File: src/rtl/demux32_1to4_buf.sv
// One-to-four demultiplexer with a single-entry skid register per channel
// and a free-running transfer counter on each output channel.
module demux32_1to4_buf #(
  parameter int unsigned WIDTH = 32,
  parameter int unsigned CNTW  = 16
) (
  input  logic             Clk,
  input  logic             Reset,
  input  logic             in_valid,
  output logic             in_ready,
  input  logic [WIDTH-1:0] in_data,
  input  logic [1:0]       in_sel,
  output logic [3:0]       out_valid,
  input  logic [3:0]       out_ready,
  output logic [WIDTH-1:0] out_data0,
  output logic [WIDTH-1:0] out_data1,
  output logic [WIDTH-1:0] out_data2,
  output logic [WIDTH-1:0] out_data3,
  output logic [CNTW-1:0]  cnt0,
  output logic [CNTW-1:0]  cnt1,
  output logic [CNTW-1:0]  cnt2,
  output logic [CNTW-1:0]  cnt3
);

  localparam int unsigned NCH = 4;

  logic [NCH-1:0]   valid_q, valid_d;
  logic [WIDTH-1:0] data_q [NCH];
  logic [WIDTH-1:0] data_d [NCH];
  logic [CNTW-1:0]  cnt_q  [NCH];
  logic [CNTW-1:0]  cnt_d  [NCH];
  logic [NCH-1:0]   drain;
  logic [NCH-1:0]   load;

  // Readiness looks only at the selected channel; a draining channel can refill.
  assign in_ready = !valid_q[in_sel] || out_ready[in_sel];

  always_comb begin
    drain   = valid_q & out_ready;
    load    = (in_valid && in_ready) ? (NCH'(1) << in_sel) : '0;
    valid_d = (valid_q & ~drain) | load;
    for (int k = 0; k < NCH; k++) begin
      data_d[k] = load[k] ? in_data : data_q[k];
      cnt_d[k]  = cnt_q[k] + CNTW'(drain[k]);
    end
  end

  always_ff @(posedge Clk or posedge Reset) begin
    if (Reset) begin
      valid_q <= '0;
      for (int k = 0; k < NCH; k++) begin
        data_q[k] <= '0;
        cnt_q[k]  <= '0;
      end
    end else begin
      valid_q <= valid_d;
      for (int k = 0; k < NCH; k++) begin
        data_q[k] <= data_d[k];
        cnt_q[k]  <= cnt_d[k];
      end
    end
  end

  assign out_valid = valid_q;
  assign out_data0 = data_q[0];
  assign out_data1 = data_q[1];
  assign out_data2 = data_q[2];
  assign out_data3 = data_q[3];
  assign cnt0      = cnt_q[0];
  assign cnt1      = cnt_q[1];
  assign cnt2      = cnt_q[2];
  assign cnt3      = cnt_q[3];

endmodule

File: config.mk
export PLATFORM = sky130hd
export DESIGN_NAME = demux32_1to4_buf
export DESIGN_NICKNAME = d
export VERILOG_FILES = /design/src/rtl/demux32_1to4_buf.sv
export SDC_FILE = /design/constraint.sdc
export NUM_CORES = 1
export LEC_CHECK = 0
export ABC_AREA = 1
export CAP_MARGIN = 20
export CORE_ASPECT_RATIO = 1.25
export CORE_UTILIZATION = 48
export CTS_CLUSTER_SIZE = 12
export DETAILED_ROUTE_END_ITERATION = 12
export HOLD_SLACK_MARGIN = 0.02
export PLACE_DENSITY = 0.85
export SLEW_MARGIN = 20
export SYNTH_ARGS = -nofsm -noshare
export SYNTH_HDL_FRONTEND = slang
export SYNTH_SLANG_ARGS = --single-unit
File: constraint.sdc
create_clock -name Clk -period 9.2 [get_ports Clk]
set_input_delay 2.76 -clock Clk [delete_from_list [all_inputs] [get_ports Clk]]
set_output_delay 2.76 -clock Clk [all_outputs]
set_load 0.03 [all_outputs]
==> key figures <==
Synthesis
  – Post-Syn Area: 0.00857 sq mm
  – Synth warn: 0
  – Post-synth top area share: 0.573
  – #FFs+latches synth: 196
  – Synth top area cells: dfrtp_1 57%, nand2_1 14%, nand4_1 10%
  – Netlist cell types: 26
  – Synth area leader: dfrtp_1
  – Fraction of the yosys area taken by sequential cells: 0.573
  – Net count after synthesis: 964
  – Synth Instances: 912
  – Mapped Avg Cell Area: 9.39 sq um

Clock tree
  – Resize count post-CTS: 0
  – Clock Latency Late Sink: 0.43 ns
  – Cts bufs inserted: 17
  – CTS tree: yes
  – CTS sink cnt: 196
  – Setup repair bufs after CTS: 0
  – Clk root buf: clkbuf_16
  – Clock slew at reported path FFs: 0.07 ns
  – H-tree levels: 4
  – Hold_buf cts: 0
  – CTS max path bufs: 2

Global route
  – Vias in the first global route: 6932
  – Initial antenna violation count: 1
  – First-pass GRT wire length: 37.0 mm
  – GRT overflow: 0
  – Overall Global Routing Usage: 0.262
  – Largest net degree at the start of global routing: 118

STA
  – Total negative slack: 0 ns
  – Setup-failing EPs final: 0
  – Post-route minimum period: 8.00 ns
  – Rel. slew slack: 0.374
  – Fmax: 0.125 GHz
  – Final hold vios: 0
  – Final Max Tran Viols: 0
  – Worst-margin pin slew: 0.937 ns
  – Layout Skew: 0.0128 ns
  – RSZ-0062 raised after global routing: false
  – Final Cycle Share: 0.870

Die
  – Placeable Area: 0.0174 sq mm
  – Die H: 151 um
  – Row count: 54
  – Initial Util: 0.491
  – Die width: 121 um
  – Die Area: 0.0184 sq mm
  – Top Ports: 238

Setup path
  – Register-to-Register Path Depth: 8
  – CP Capture Type: output pin
  – Critical path launch point: in_sel[0]
  – CP Class: in2out
  – Type of origin of the critical path: primary input
  – Origin of the critical flop-to-flop path: out_valid[3]
  – Worst setup endpoint: in_ready
  – Crit path max fanout: 38
  – FF-to-FF End: out_data0[25]
  – Flop2flop setup slack: 6.94 ns
  – CP arrival: 5.24 ns
  – CP Data Required Time: 6.44 ns

Drt
  – Initial DRC count: 727
  – Pre-antenna DRT Iters: 5
  – DR vias: 7335
  – DR top layer: met4
  – WL final: 23.6 mm
  – Met3 routed WL: 1.75 mm
  – DRT met1 WL: 9.55 mm
  – Drt via density: 5.42
  – WL/cell: 17.4 um
  – Routed wl met2: 11.7 mm
  – DRC viols: 0
  – Routed Antenna Nets: 0

Pwr
  – Switch share: 0.361
  – Seq pwr share: 0.405
  – Worst VDD drop: 141 uV
  – Sw Pwr: 1.00 mW
  – Logic pwr share: 0.322
  – Internal Dissipation: 1.78 mW
  – PwrDens: 241 mW/mm^2
  – Pleak: 5.58 nW
  – Clk pwr share: 0.273

Cells and area
  – Fillers: 1379
  – Syn-to-layout area delta: 34.6%
  – Nets: 1168
  – Fraction of layout cells with a size suffix above 1: 0.0434
  – Layout Cells excl Fill: 1354

Placed design
  – Post-Place Cells: 1321
  – RD Place Congestion: 0.897
  – PortBufs: 237
  – Dpl hpwl: 15.3 mm

Worst hold path
  – Worst hold path class: reg2reg

Outcome
  – Status: finished, final reports clean

Run
  – Max cap viols: 0
==> metal layers <==
layer | up-vias | track usage
met2 | 316 | 0.424
met3 | 38 | 0.0730
met5 | - | 0
met1 | 3546 | 0.336
li1 | 3435 | -
met4 | 0 | 0.0901
==> logic make-up after synthesis <==
logic type	after synthesis	share of synthesized area
adder cells (fa/ha/maj)	11	0.0161
buffers and inverters	101	0.0594
XOR/XNOR	52	0.0532
flip-flops	196	0.573
AO/OA/AOI/OAI	4	0.00234
AND/OR/NAND/NOR	548	0.296
==> cell type report <==
cell class	instances	area (sq um)	area share
clock buffers	21	460	0.0399
well taps	224	280	0.0243
flip-flops and latches	196	4900	0.425
repair buffers	240	2400	0.208
clock inverters	11	141	0.0123
diodes	1	2.50	0.000217
inverters	46	180	0.0156
multi-input cells	615	3170	0.275
==> power by group through the flow <==
| stage | Sequential, mW | Combinational, mW | Clock [mW] |
|---|---|---|---|
| detailed placement | 1.14 | 0.896 | 0 |
| global placement | 1.14 | 0.880 | 0 |
| CTS | 1.13 | 0.900 | 0.769 |
| floorplan | 1.44 | 0.186 | 0 |
| finish | 1.13 | 0.896 | 0.758 |
| global route | 1.15 | 0.951 | 0.807 |
==> state kept, by name, summed over array words and instances, names as in the netlist <==
signal,count
cnt0,16
cnt1,16
cnt2,16
cnt3,16
out_data0,32
out_data1,32
out_data2,32
out_data3,32
out_valid,4
==> placed cells by master (no fill, tap or decap), drive strengths merged, types with 4 or more instances in the layout <==
cell type / count
buf: 4
xor2: 34
clkdlybuf4s50: 236
clkbuf: 21
ha: 11
nand4: 137
o21ai: 4
dfrtp: 196
xnor2: 18
inv: 51
nor2: 33
nor3: 16
nand3: 26
nand2: 330
==> cells in the mapped netlist, drive strengths merged <==
library cell,instances
nand2,330
dfrtp,196
nand4,137
inv,46
buf,45
xor2,34
nor2,33
nand3,26
xnor2,18
nor3,16
ha,11
clkbuf,10
o21ai,4
nand3b,3
nor3b,3
==> per-stage QoR <==
stage,utilization,hold WS (ns),cell area [sq um],worst slack (ns),total power [mW]
floorplan,-,0.648,8570,1.10,1.62
global placement,0.627,0.453,10900,1.26,2.02
detailed placement,0.627,0.457,10900,1.19,2.04
CTS,0.661,0.474,11500,1.18,2.80
global route,0.661,0.493,11500,1.08,2.90
finish,0.661,0.468,11500,1.20,2.78
==> how the worst min path moves through the flow <==
stage,startpoint,end,depth (start not counted)
final,cnt0[15],cnt0[15],1
after global routing,out_data2[1],out_data2[1],2
after CTS,cnt0[15],cnt0[15],1
after detailed placement,out_data1[17],out_data1[17],2
after global placement,out_data0[15],out_data0[15],2
after floorplan,out_data0[29],out_data0[29],2
==> worst max-delay path, cell delays in order <==
cell and delay [ns]:
clkdlybuf4s50_1 0.68, nor2_8 0.58, nand2_1 0.10, nand2_1 0.12
nor2_4 0.06, nand2_8 0.20, clkdlybuf4s50_1 0.74
Note: power is estimated with default switching activity, not from simulation.
